**config.mk**
```make
export PLATFORM = sky130hd
export DESIGN_NAME = mpm_pg_alloc_arb
export DESIGN_NICKNAME = d
export VERILOG_FILES = /design/src/rtl/mpm_pg_alloc_arb.sv
export SDC_FILE = /design/constraint.sdc
export NUM_CORES = 1
export LEC_CHECK = 0
export ABC_AREA = 1
export BUFFER_PORTS_ARGS = -buffer_cell sky130_fd_sc_hd__buf_4
export CORE_ASPECT_RATIO = 0.8
export CORE_MARGIN = 5
export CORE_UTILIZATION = 45
export DETAILED_ROUTE_END_ITERATION = 6
export GPL_TIMING_DRIVEN = 0
export PLACE_DENSITY = 0.67
export SLEW_MARGIN = 20
export SYNTH_ARGS = -nofsm -noshare
export SYNTH_HDL_FRONTEND = slang
export SYNTH_SLANG_ARGS = --single-unit
```
**constraint.sdc**
```tcl
create_clock -name clk_core_i -period 3.8 [get_ports clk_core_i]
set_input_delay 0 -clock clk_core_i [delete_from_list [all_inputs] [get_ports clk_core_i]]
set_output_delay 0 -clock clk_core_i [all_outputs]
set_load 0.05 [all_outputs]
```
**src/rtl/mpm_pg_alloc_arb.sv**
```systemverilog
// Round-robin arbiter multiplexing MPM write-port page requests onto one page allocator.
// Optional statistics counters are built when MPM_PG_ALLOC_ARB_STATS_EN is defined.
module mpm_pg_alloc_arb #(
    parameter int g_num_ports          = 7,
    parameter int g_page_address_width = 10,
    parameter int g_retry_delay        = 16
) (
    input  logic                                              clk_core_i,
    input  logic                                              rst_n_i,
    input  logic [g_num_ports-1:0]                            wp_pg_req_i,
    output logic [g_num_ports*g_page_address_width-1:0]       wp_pgaddr_o,
    output logic [g_num_ports-1:0]                            wp_pgaddr_valid_o,
    output logic                                              alloc_req_o,
    input  logic                                              alloc_done_i,
    input  logic [g_page_address_width-1:0]                   alloc_pgaddr_i,
    input  logic                                              alloc_nomem_i,
`ifdef MPM_PG_ALLOC_ARB_STATS_EN
    input  logic                                              stats_clr_i,
    output logic [31:0]                                       grant_cnt_o,
    output logic [31:0]                                       nomem_cnt_o,
    output logic [15:0]                                       max_wait_o,
`endif
    output logic                                              busy_o
);
    localparam int N  = g_num_ports;
    localparam int W  = g_page_address_width;
    localparam int PW = (N > 1) ? $clog2(N) : 1;
    localparam int CW = $clog2(g_retry_delay + 1);

    typedef enum logic [1:0] {S_IDLE, S_REQ, S_DONE, S_WAIT} state_t;

    state_t              state_q;
    logic [N-1:0]        pend_q, pend_d, clr_vec;
    logic [PW-1:0]       rr_q, cur_q, win_idx;
    logic                win_vld;
    logic [CW-1:0]       cnt_q;
    logic [N-1:0][W-1:0] addr_q;
    logic [N-1:0]        valid_q;
    logic                req_q;
    logic                serve, nomem_ev;

    assign serve    = (state_q == S_REQ) && alloc_done_i && !alloc_nomem_i;
    assign nomem_ev = (state_q == S_REQ) && alloc_done_i && alloc_nomem_i;

    // A request arriving in the service cycle wins over the clear.
    always_comb begin
        clr_vec = '0;
        if (serve) clr_vec[cur_q] = 1'b1;
        pend_d = (pend_q & ~clr_vec) | wp_pg_req_i;
    end

    always_comb begin
        int p;
        win_vld = 1'b0;
        win_idx = '0;
        p       = 0;
        for (int k = 0; k < N; k++) begin
            p = int'(rr_q) + k;
            if (p >= N) p = p - N;
            if (!win_vld && pend_q[PW'(p)]) begin
                win_vld = 1'b1;
                win_idx = PW'(p);
            end
        end
    end

    always_ff @(posedge clk_core_i or negedge rst_n_i) begin
        if (!rst_n_i) begin
            state_q <= S_IDLE;
            pend_q  <= '0;
            rr_q    <= '0;
            cur_q   <= '0;
            cnt_q   <= '0;
            addr_q  <= '0;
            valid_q <= '0;
            req_q   <= 1'b0;
        end else begin
            pend_q  <= pend_d;
            valid_q <= '0;
            case (state_q)
                S_IDLE: if (win_vld) begin
                    cur_q   <= win_idx;
                    req_q   <= 1'b1;
                    state_q <= S_REQ;
                end
                S_REQ: if (alloc_done_i) begin
                    req_q <= 1'b0;
                    if (alloc_nomem_i) begin
                        cnt_q   <= CW'(g_retry_delay - 1);
                        state_q <= S_WAIT;
                    end else begin
                        addr_q[cur_q]  <= alloc_pgaddr_i;
                        valid_q[cur_q] <= 1'b1;
                        rr_q           <= (cur_q == PW'(N - 1)) ? '0 : cur_q + PW'(1);
                        state_q        <= S_DONE;
                    end
                end
                S_DONE: state_q <= S_IDLE;
                // Retry keeps cur_q: a starved port does not lose its turn.
                S_WAIT: if (cnt_q == '0) begin
                    req_q   <= 1'b1;
                    state_q <= S_REQ;
                end else begin
                    cnt_q <= cnt_q - CW'(1);
                end
                default: state_q <= S_IDLE;
            endcase
        end
    end

    assign wp_pgaddr_o       = addr_q;
    assign wp_pgaddr_valid_o = valid_q;
    assign alloc_req_o       = req_q;
    assign busy_o            = (|pend_q) || (state_q != S_IDLE);

`ifdef MPM_PG_ALLOC_ARB_STATS_EN
    logic [31:0]         grant_q, nomem_q;
    logic [15:0]         maxw_q, wait_max;
    logic [N-1:0][15:0]  wait_q;

    always_comb begin
        wait_max = maxw_q;
        for (int i = 0; i < N; i++)
            if (wait_q[i] > wait_max) wait_max = wait_q[i];
    end

    always_ff @(posedge clk_core_i or negedge rst_n_i) begin
        if (!rst_n_i) begin
            grant_q <= '0;
            nomem_q <= '0;
            maxw_q  <= '0;
            wait_q  <= '0;
        end else if (stats_clr_i) begin
            grant_q <= '0;
            nomem_q <= '0;
            maxw_q  <= '0;
            wait_q  <= '0;
        end else begin
            if (serve && grant_q != '1)    grant_q <= grant_q + 32'd1;
            if (nomem_ev && nomem_q != '1) nomem_q <= nomem_q + 32'd1;
            maxw_q <= wait_max;
            for (int i = 0; i < N; i++) begin
                if (!pend_q[i])           wait_q[i] <= '0;
                else if (wait_q[i] != '1) wait_q[i] <= wait_q[i] + 16'd1;
            end
        end
    end

    assign grant_cnt_o = grant_q;
    assign nomem_cnt_o = nomem_q;
    assign max_wait_o  = maxw_q;
`endif
endmodule
```
==> flow_summary_export.csv, run 1 <==
group,metric,value,unit
route,ant_nets,0,
logic_synthesis,synth-xor-area-share,0.00703,
placed_design,placed_area,0.00609,mm^2
layout,fillers,1035,
die,core-area,0.0114,mm^2
timing,setup_viol,0,
layout,multi_input_comb_area,0.00237,mm^2
logic_synthesis,synth-adder-area-share,0.0378,
route,vias,4844,
layout,syn2layout_area_growth,24.6,%
logic_synthesis,syn_nets,687,
route,wirelength,15.2,mm
route,first_pass_iters,6,
die,rows,35,
layout,seq_area,0.00245,mm^2
timing,hold_ws,0.0273,ns
route,avgRoutedWirePerCell,16.6,um
cts,cts_tree,"done",
cts,post_cts_buffers,0,
timing,min_period,3.36,ns
timing,worst_pin_slew,0.886,ns
placed_design,place_ws,0.544,ns
global_routing,grt-ovfl-total,0,
timing,fin_crit_sh,0.885,
worst_setup_path,crit_arrival,3.59,ns
power_and_ir_drop,peakVddDrop,0.485,mV
cts,insertion_delay,0.34,ns
global_routing,grt_pass1_wl,24.6,mm
global_routing,grt_max_degree,99,
power_and_ir_drop,p_comb_frac,0.632,
cts,cts_resized,0,
logic_synthesis,synthesis.area,0.00516,mm^2
hold_path,min_path_type,"input port to flop",
worst_setup_path,end_kind,"flop",
logic_synthesis,synth_mux_area_frac,0,
global_routing,grt_pass1_vias,4668,
placed_design,dp.cells,898,
logic_synthesis,synth.avg_cell_area,7.93,um^2
timing,clock_skew,0.00776,ns
logic_synthesis,yosys_warnings,0,
worst_setup_path,worst-path-max-fanout,10,
cts,cts_sinks,98,
job,max_cap_viol_count,0,
placed_design,dp_hpwl,11.2,mm
timing,final_max_slew_viol_count,0,
cts,htree_levels,3,
timing,tns,0,ns
route,viasPerCell,5.27,
die,die_w,130,um
timing,fmax,298,MHz
timing,max-slew-margin-rel,0.409,
global_routing,antenna_found_initial,0,
power_and_ir_drop,clkPwrFrac,0.118,
logic_synthesis,synth-simple-area-share,0.304,
worst_setup_path,cp-start-kind,"flop",
route,drc,0,
cts,cts_max_path_buffers,2,
global_routing,grtUsageTotal,0.230,
die,ioPinCount,100,
cts,cts_buffers,9,
layout,layout-drive-gt1-share,0.204,
route,first_iter_violations,520,
die,initial_core_util,0.453,
logic_synthesis,ys_seq_area_frac,0.475,
run_status,status,"completed",
layout,fin_area,0.00643,mm^2
layout,fin_cells,919,
worst_setup_path,critical_path_class,"flop to flop",
layout,final_nets,806,
worst_setup_path,required,4.03,ns
placed_design,portBuffers,99,
power_and_ir_drop,pwr-share-seq,0.250,
logic_synthesis,syn_inst,651,
cts,cts-hold-fix-buffers,9,
timing,rsz0062_at_grt,"false",
placed_design,gp_congestion,0.919,
power_and_ir_drop,p_int,3.10,mW
die,die_area,0.0137,mm^2
timing,hold_viol,0,
logic_synthesis,netlist-cell-type-count,33,
cts,clk_pin_slew,0.06,ns
power_and_ir_drop,p_sw_frac,0.540,
logic_synthesis,synth-seq-cells,98,
logic_synthesis,synth_compound_area_frac,0.111,
power_and_ir_drop,p_per_area,1050,mW/mm^2
power_and_ir_drop,power.net_switching,3.64,mW
layout,antenna_cells,0,
logic_synthesis,synth_top_family_by_area,"simple AND/OR/NAND/NOR gates",
cts,cts_root_buf,"clkbuf_16",
die,die_height,106,um
power_and_ir_drop,p_leak,3.41,nW
timing,finalWorstSetupSlack,0.439,ns
==> critical path: stages, from the launching register on <==
cell and delay [ns]:
dfrtp_1 0.48, inv_1 0.35, ha_1 0.25, inv_1 0.06
fa_1 0.42, o21ai_1 0.46, inv_1 0.14, nand3_1 0.13
nand3_1 0.09, nand2_2 0.15, nand4_4 0.12, nor2_4 0.16
nand2_1 0.06, nor2_1 0.11, nand2_1 0.10, nand3_1 0.09
nand2_1 0.06
==> per-layer routing <==
metal,track usage,routed length [um]
met1,0.350,7140
met2,0.333,6560
met3,0.0507,1340
met4,0.0527,190
met5,0,0
==> cells in the mapped netlist, drive strengths merged <==
cell / instances / area share
nand2: 219 / 0.17
dfrtp: 98 / 0.48
o21ai: 86 / 0.085
nand3: 76 / 0.081
inv: 67 / 0.049
nor2: 29 / 0.024
clkbuf: 14 / 0.010
ha: 14 / 0.034
nand4: 9 / 0.014
nor3: 8 / 0.0078
o21bai: 7 / 0.010
o211ai: 6 / 0.0087
a21oi: 4 / 0.0039
buf: 4 / 0.0063
nand3b: 3 / 0.0051
a31oi: 2 / 0.0024
xor2: 2 / 0.0070
fa: 1 / 0.0039
nor4: 1 / 0.0012
o22ai: 1 / 0.0012
==> registers in the layout, indices dropped and copies added, names as in the netlist <==
register and count:
cur_q 3, cnt_q 5, rr_q 3, state_q 2, wp_pgaddr_valid_o 7, pend_q 7, wp_pgaddr_o 70, alloc_req_o 1
==> power groups by stage <==
stage	Combinational [mW]	Clock, mW	Sequential [mW]
floorplan	2.11	0	2.65
global placement	4.11	0	1.68
detailed placement	4.21	0	1.68
CTS	4.23	0.821	1.68
global route	4.63	0.861	1.74
finish	4.26	0.797	1.69
==> cell type report <==
cell class                      instances  share of cell area
Inverter                               67              0.0391
Multi-Input combinational cell        468               0.369
Clock inverter                          1            0.000778
Clock buffer                           11              0.0377
Sequential cell                        98               0.381
Tap cell                              148              0.0288
Buffer                                 18              0.0132
Timing Repair Buffer                  108               0.130
==> final timing paths <==
path | cells after the start | end | from | slack, ns
min | 4 | wp_pgaddr_valid_o[2]$_DFF_PN0_ | alloc_nomem_i | 0.03
min reg2reg | 2 | wp_pgaddr_o[16]$_DFFE_PN0P_ | wp_pgaddr_o[16]$_DFFE_PN0P_ | 0.48
max in group asynchronous | 2 | wp_pgaddr_o[50]$_DFFE_PN0P_ | rst_n_i | 2.86
max reg2reg | 16 | alloc_req_o$_DFFE_PN0P_ | rr_q[1]$_DFFE_PN0P_ | 0.44
min in group asynchronous | 2 | alloc_req_o$_DFFE_PN0P_ | rst_n_i | 0.31
max | 16 | alloc_req_o$_DFFE_PN0P_ | rr_q[1]$_DFFE_PN0P_ | 0.44
==> through the flow <==
stage	total power, mW	utilization
after floorplan	4.76	-
after global placement	5.79	0.535
after detailed placement	5.89	0.535
after CTS	6.73	0.565
after global routing	7.23	0.565
final	6.74	0.565
==> cells in the final DEF, fill, tap and decap left out, drive strengths merged <==
cell type    netlist  final
o21ai             86     86
clkinv             0      1
nor4               1      1
nand2            219    219
o211ai             6      6
nor3               8      8
o21bai             7      7
xor2               2      2
nand3b             3      3
a21oi              4      4
buf                4    103
inv               67     67
a31oi              2      2
nor2              29     29
dlygate4sd3        0      9
o22ai              1      1
fa                 1      1
dfrtp             98     98
nand4              9      9
nand3             76     76
clkbuf            14     25
ha                14     14
==> kinds of logic (layout without fill, tap and decap cells) <==
family,count (synthesis),after routing
DFF,98,98
AOI/OAI and AO/OA,106,106
xor gates and xnor gates,2,2
buffers and inverters,85,205
and+or+nand+nor,345,345
adders and majority gates,15,15
Power figures use the tool's default switching activity.
==> run 2: changes to the inputs <==
--- a/config.mk
+++ b/config.mk
@@ -6,13 +6,14 @@
 export NUM_CORES = 1
 export LEC_CHECK = 0
 export ABC_AREA = 1
+export ABC_CLOCK_PERIOD_IN_PS = 3800
 export BUFFER_PORTS_ARGS = -buffer_cell sky130_fd_sc_hd__buf_4
 export CORE_ASPECT_RATIO = 0.8
 export CORE_MARGIN = 5
 export CORE_UTILIZATION = 45
 export DETAILED_ROUTE_END_ITERATION = 6
 export GPL_TIMING_DRIVEN = 0
-export PLACE_DENSITY = 0.67
+export PLACE_DENSITY = 0.7
 export SLEW_MARGIN = 20
 export SYNTH_ARGS = -nofsm -noshare
 export SYNTH_HDL_FRONTEND = slang
==> run 2 against run 1 <==
Setup slack gained 0.16 ns. Sequential share of layout area decreased by 0.32 points. Critical path depth stayed put. First-iteration DRC count decreased by 5.0%. Global-route usage shrank 0.056 points. Clock skew hardly changed. Maximum frequency grew 4.9%. Die area did not move. Sequential cell count unchanged. Worst hold slack gained 0.020 ns. Non-clock buffer count is the same.
==> flow_summary_export.csv, run 2 (synthesis gave the netlist of run 1 again) <==
group,metric,value,unit
die,ioPinCount,100,
die,die_w,130,um
placed_design,dp_hpwl,11.3,mm
cts,insertion_delay,0.35,ns
die,initial_core_util,0.453,
run_status,status,"completed",
route,wl_met1,7.00,mm
route,vias,4914,
layout,mostFrequentLayoutCells,"nand2_1, dfrtp_1, buf_4",
cts,cts_max_path_buffers,2,
die,die_height,106,um
route,routed-wl-met3,1.35,mm
worst_setup_path,cp-start-kind,"flop",
layout,layout-drive-gt1-share,0.209,
placed_design,gp_congestion,0.933,
timing,max-slew-margin-rel,0.403,
placed_design,place_ws,0.649,ns
die,rows,35,
route,drc,0,
route,wirelength,15.3,mm
cts,cts_sinks,98,
die,core-area,0.0114,mm^2
route,first_pass_iters,5,
timing,min_period,3.21,ns
global_routing,grtUsageTotal,0.229,
global_routing,grt_pass1_wl,24.6,mm
global_routing,antenna_found_initial,0,
timing,setup_viol,0,
layout,fillers,1048,
global_routing,grt_pass1_vias,4653,
layout,syn2layout_area_growth,25.7,%
timing,hold_viol,0,
global_routing,grt_max_degree,99,
timing,clock_skew,0.00759,ns
route,first_iter_violations,494,
cts,cts_root_buf,"clkbuf_16",
hold_path,min_path_type,"input port to flop",
timing,fmax,312,MHz
cts,htree_levels,3,
route,wl_met2,6.76,mm
job,max_cap_viol_count,0,
worst_setup_path,crit_arrival,3.44,ns
timing,rsz0062_at_grt,"false",
timing,fin_crit_sh,0.843,
global_routing,grt-ovfl-total,0,
die,die_area,0.0137,mm^2
route,topRoutingLayerUsed,"met4",
layout,antenna_cells,0,
route,avgRoutedWirePerCell,16.6,um
route,viasPerCell,5.32,
cts,cts_buffers,9,
cts,cts_tree,"done",
route,ant_nets,0,
timing,final_max_slew_viol_count,0,
worst_setup_path,required,4.04,ns
layout,final_nets,806,
timing,tns,0,ns
placed_design,portBuffers,99,
timing,hold_ws,0.0470,ns
timing,worst_pin_slew,0.896,ns
worst_setup_path,worst-path-max-fanout,10,
worst_setup_path,critical_path_class,"flop to flop",
layout,largest_register_ffs,70,
worst_setup_path,end_kind,"flop",
timing,finalWorstSetupSlack,0.595,ns
cts,clk_pin_slew,0.07,ns
layout,final_common_cell,"nand2_1",
[run 2: metrics by stage]
step | cell area (um^2) | instances | utilization
after CTS | 6490 | 923 | 0.570
after detailed placement | 6090 | 898 | 0.535
after floorplan | 5160 | 651 | -
after global routing | 6490 | 923 | 0.570
after global placement | 6090 | 898 | 0.535
final | 6490 | 923 | 0.570
[run 2: layout make-up]
type / instances / area (um^2) / area share
flip-flops and latches: 98 / 2450 / 0.378
inverters: 67 / 251 / 0.0388
clock inverters: 7 / 77.6 / 0.0120
well taps: 148 / 185 / 0.0285
multi-input cells: 468 / 2370 / 0.366
clock buffers: 9 / 225 / 0.0347
plain buffers: 18 / 85.1 / 0.0131
repair buffers: 108 / 837 / 0.129
[run 2: what timing repair did]
| item | 4_1_cts | 5_1_grt |
|---|---|---|
| buffers inserted | 0 | 0 |
| hold buffers | 9 | 0 |
| hold endpoints to repair | 106 | 0 |
| gates resized for setup | 0 | 0 |
[run 2: final timing paths]
check	slack [ns]	cells after the start	startpoint	to
max in group asynchronous	2.89	2	rst_n_i	wp_pgaddr_o[8]$_DFFE_PN0P_
min in group asynchronous	0.28	2	rst_n_i	wp_pgaddr_o[44]$_DFFE_PN0P_
max reg2reg	0.59	16	rr_q[1]$_DFFE_PN0P_	cur_q[2]$_DFFE_PN0P_
max	0.59	16	rr_q[1]$_DFFE_PN0P_	cur_q[2]$_DFFE_PN0P_
min reg2reg	0.48	2	alloc_req_o$_DFFE_PN0P_	alloc_req_o$_DFFE_PN0P_
min	0.05	4	alloc_nomem_i	wp_pgaddr_valid_o[2]$_DFF_PN0_
[run 2: metal layers]
| layer | GRT usage | vias to the layer above |
|---|---|---|
| met2 | 0.334 | 200 |
| li1 | - | 2352 |
| met3 | 0.0608 | 24 |
| met1 | 0.341 | 2338 |
| met4 | 0.0527 | 0 |
| met5 | 0 | - |
[run 2: critical path: stages, from the launching register on]
cell      delay, ns
dfrtp_1        0.47
inv_1          0.34
ha_1           0.24
inv_1          0.06
fa_1           0.55
nand2_1        0.10
o21ai_0        0.23
inv_1          0.17
nand3_1        0.11
nand2_2        0.12
nand4_4        0.11
nor2_4         0.17
nand3b_2       0.13
nand2_2        0.10
inv_2          0.05
nor2_2         0.08
nor2_1         0.05
Power of run 2 is left out: the tool's default activity adds up to more than one toggle a clock period on the data nets, which glitch-free logic cannot reach.
==> run 3: changes to the inputs <==
--- a/config.mk
+++ b/config.mk
@@ -6,14 +6,14 @@
 export NUM_CORES = 1
 export LEC_CHECK = 0
 export ABC_AREA = 1
-export ABC_CLOCK_PERIOD_IN_PS = 3800
+export ABC_CLOCK_PERIOD_IN_PS = 2650
 export BUFFER_PORTS_ARGS = -buffer_cell sky130_fd_sc_hd__buf_4
 export CORE_ASPECT_RATIO = 0.8
 export CORE_MARGIN = 5
 export CORE_UTILIZATION = 45
 export DETAILED_ROUTE_END_ITERATION = 6
 export GPL_TIMING_DRIVEN = 0
-export PLACE_DENSITY = 0.7
+export PLACE_DENSITY = 0.73
 export SLEW_MARGIN = 20
 export SYNTH_ARGS = -nofsm -noshare
 export SYNTH_HDL_FRONTEND = slang
==> constraint.sdc (replaced) <==
create_clock -name clk_core_i -period 2.65 [get_ports clk_core_i]
set_input_delay 0 -clock clk_core_i [delete_from_list [all_inputs] [get_ports clk_core_i]]
set_output_delay 0 -clock clk_core_i [all_outputs]
set_load 0.05 [all_outputs]
==> run 3 against run 2 <==
Maximum frequency rose by 26%. Die area did not move. Clock-buffer cell count rose by 4. Global-route usage fell by 0.054 points. Final cell count rose by 2.7%. Sequential cell count did not move. Via count rose by 4.2%. First-iteration DRC count fell by 21%. Critical endpoint is now cur_q[0]$_DFFE_PN0P_. Largest cell class is now multi-input gates.
==> flow_summary_export.csv, run 3 (synthesis gave the netlist of run 1 again) <==
group,metric,value,unit
worst_setup_path,r2r_slack,0.1,ns
cts,clk_pin_slew,0.07,ns
cts,cts_sinks,98,
timing,worst_pin_slew,0.864,ns
hold_path,worstHoldStart,"alloc_nomem_i",
worst_setup_path,end_kind,"flop",
route,ant_nets,0,
route,viasPerCell,5.40,
placed_design,placed_area,0.00609,mm^2
timing,hold_viol,0,
worst_setup_path,critical_path_class,"flop to flop",
timing,setup_viol,0,
die,rows,35,
cts,cts_buffers,9,
layout,fillers,960,
cts,cts_root_buf,"clkbuf_16",
hold_path,worstHoldEndpoint,"wp_pgaddr_valid_o[2]$_DFF_PN0_",
worst_setup_path,required,2.88,ns
layout,layout-drive-gt1-share,0.286,
timing,fin_crit_sh,0.963,
worst_setup_path,cp-start-kind,"flop",
layout,mostFrequentLayoutCells,"nand2_1, buf_4, dfrtp_1",
timing,final_max_slew_viol_count,0,
worst_setup_path,r2r_cells,20,
route,drc,0,
global_routing,grt_pass1_wl,25.0,mm
route,wirelength,15.9,mm
timing,finalWorstSetupSlack,0.0974,ns
placed_design,gp_congestion,0.853,
die,core-area,0.0114,mm^2
worst_setup_path,rr_startpoint,"rr_q[0]$_DFFE_PN0P_",
cts,htree_levels,3,
die,ioPinCount,100,
cts,cts_tree,"done",
timing,min_period,2.55,ns
worst_setup_path,crit_arrival,2.78,ns
route,first_pass_iters,6,
timing,tns,0,ns
route,avgRoutedWirePerCell,16.8,um
cts,insertion_delay,0.34,ns
global_routing,grtUsageTotal,0.229,
die,initial_core_util,0.453,
layout,largest_register_ffs,70,
hold_path,hold_depth,4,
job,max_cap_viol_count,0,
placed_design,dp_hpwl,11.1,mm
layout,final_common_cell,"nand2_1",
layout,antenna_cells,0,
worst_setup_path,regToRegEndpoint,"cur_q[0]$_DFFE_PN0P_",
placed_design,place_ws,-0.428,ns
timing,fmax,392,MHz
route,vias,5119,
cts,cts_max_path_buffers,2,
layout,fin_area,0.00698,mm^2
layout,syn2layout_area_growth,35.1,%
timing,max-slew-margin-rel,0.424,
global_routing,grt_max_degree,99,
placed_design,portBuffers,99,
route,first_iter_violations,391,
worst_setup_path,worst-path-max-fanout,6,
timing,rsz0062_at_grt,"true",
timing,clock_skew,0.00475,ns
die,die_w,130,um
hold_path,min_path_type,"input port to flop",
global_routing,antenna_found_initial,0,
global_routing,grt_pass1_vias,4890,
die,die_height,106,um
layout,final_nets,831,
global_routing,grt-ovfl-total,0,
run_status,status,"completed",
die,die_area,0.0137,mm^2
-- run 3: cell types whose count changed in the layout (fill, tap and decap cells not counted), sizes merged --
cell / previous run / this run
clkinvlp: 3 / 1
clkinv: 1 / 3
buf: 103 / 127
clkbuf: 23 / 28
inv: 69 / 65
-- run 3: repair_timing --
item,CTS,global route
pin swaps,6,21
hold buffers,9,0
gates cloned,0,1
endpoints found under the hold margin,106,0
resized for setup,27,47
endpoints found under the setup margin,5,5
buffers inserted,7,17
-- run 3: cell type report --
class,instances,area [um^2],area share
plain buffers,18,93.8,0.0135
well taps,148,185,0.0265
multi-input cells,468,2590,0.371
repair buffers,133,1060,0.152
clock buffers,13,270,0.0387
flip-flops and latches,98,2460,0.352
clock inverters,3,46.3,0.00664
inverters,67,272,0.0389
-- run 3: how the worst max path moves through the flow --
stage	start	cells past startpoint	end
detailed placement	rr_q[0]$_DFFE_PN0P_	16	cur_q[2]$_DFFE_PN0P_
global placement	rr_q[0]$_DFFE_PN0P_	16	alloc_req_o$_DFFE_PN0P_
finish	rr_q[0]$_DFFE_PN0P_	20	cur_q[0]$_DFFE_PN0P_
global route	rr_q[0]$_DFFE_PN0P_	20	alloc_req_o$_DFFE_PN0P_
CTS	rr_q[1]$_DFFE_PN0P_	18	alloc_req_o$_DFFE_PN0P_
floorplan	rr_q[1]$_DFFE_PN0P_	16	cur_q[2]$_DFFE_PN0P_
-- run 3: per-layer routing --
| layer | part of all wire | global-route usage | routed length [um] | up-vias |
|---|---|---|---|---|
| li1 | - | - | - | 2406 |
| met1 | 0.43 | 0.316 | 6830 | 2500 |
| met2 | 0.47 | 0.356 | 7460 | 185 |
| met3 | 0.081 | 0.0643 | 1290 | 28 |
| met4 | 0.019 | 0.0556 | 301 | 0 |
| met5 | 0 | 0 | 0 | - |
-- run 3: through the flow --
stage / cells / util / hold slack, ns
6_report: 948 / 0.613 / 0.0521
3_3_place_gp: 898 / 0.535 / 0.200
5_1_grt: 948 / 0.613 / 0.0722
3_5_place_dp: 898 / 0.535 / 0.150
4_1_cts: 930 / 0.585 / 0.0441
2_1_floorplan: 651 / - / -0.296
-- run 3: worst max-delay path, cell delays in order, from the launching register on --
cell and delay (ns):
dfrtp_2 0.49, ha_4 0.19, inv_1 0.06, ha_1 0.32
inv_2 0.10, nand2_2 0.08, nand2_2 0.10, nand2_1 0.07
nand2_2 0.12, inv_2 0.07, nand2_1 0.06, nand3_1 0.07
nand2_1 0.08, nand2_1 0.04, nand2_1 0.09, inv_2 0.08
buf_4 0.13, nand4_1 0.08, nand3_1 0.09, nand2_1 0.07
nand2_1 0.05
Power of run 3 is left out for the same reason.
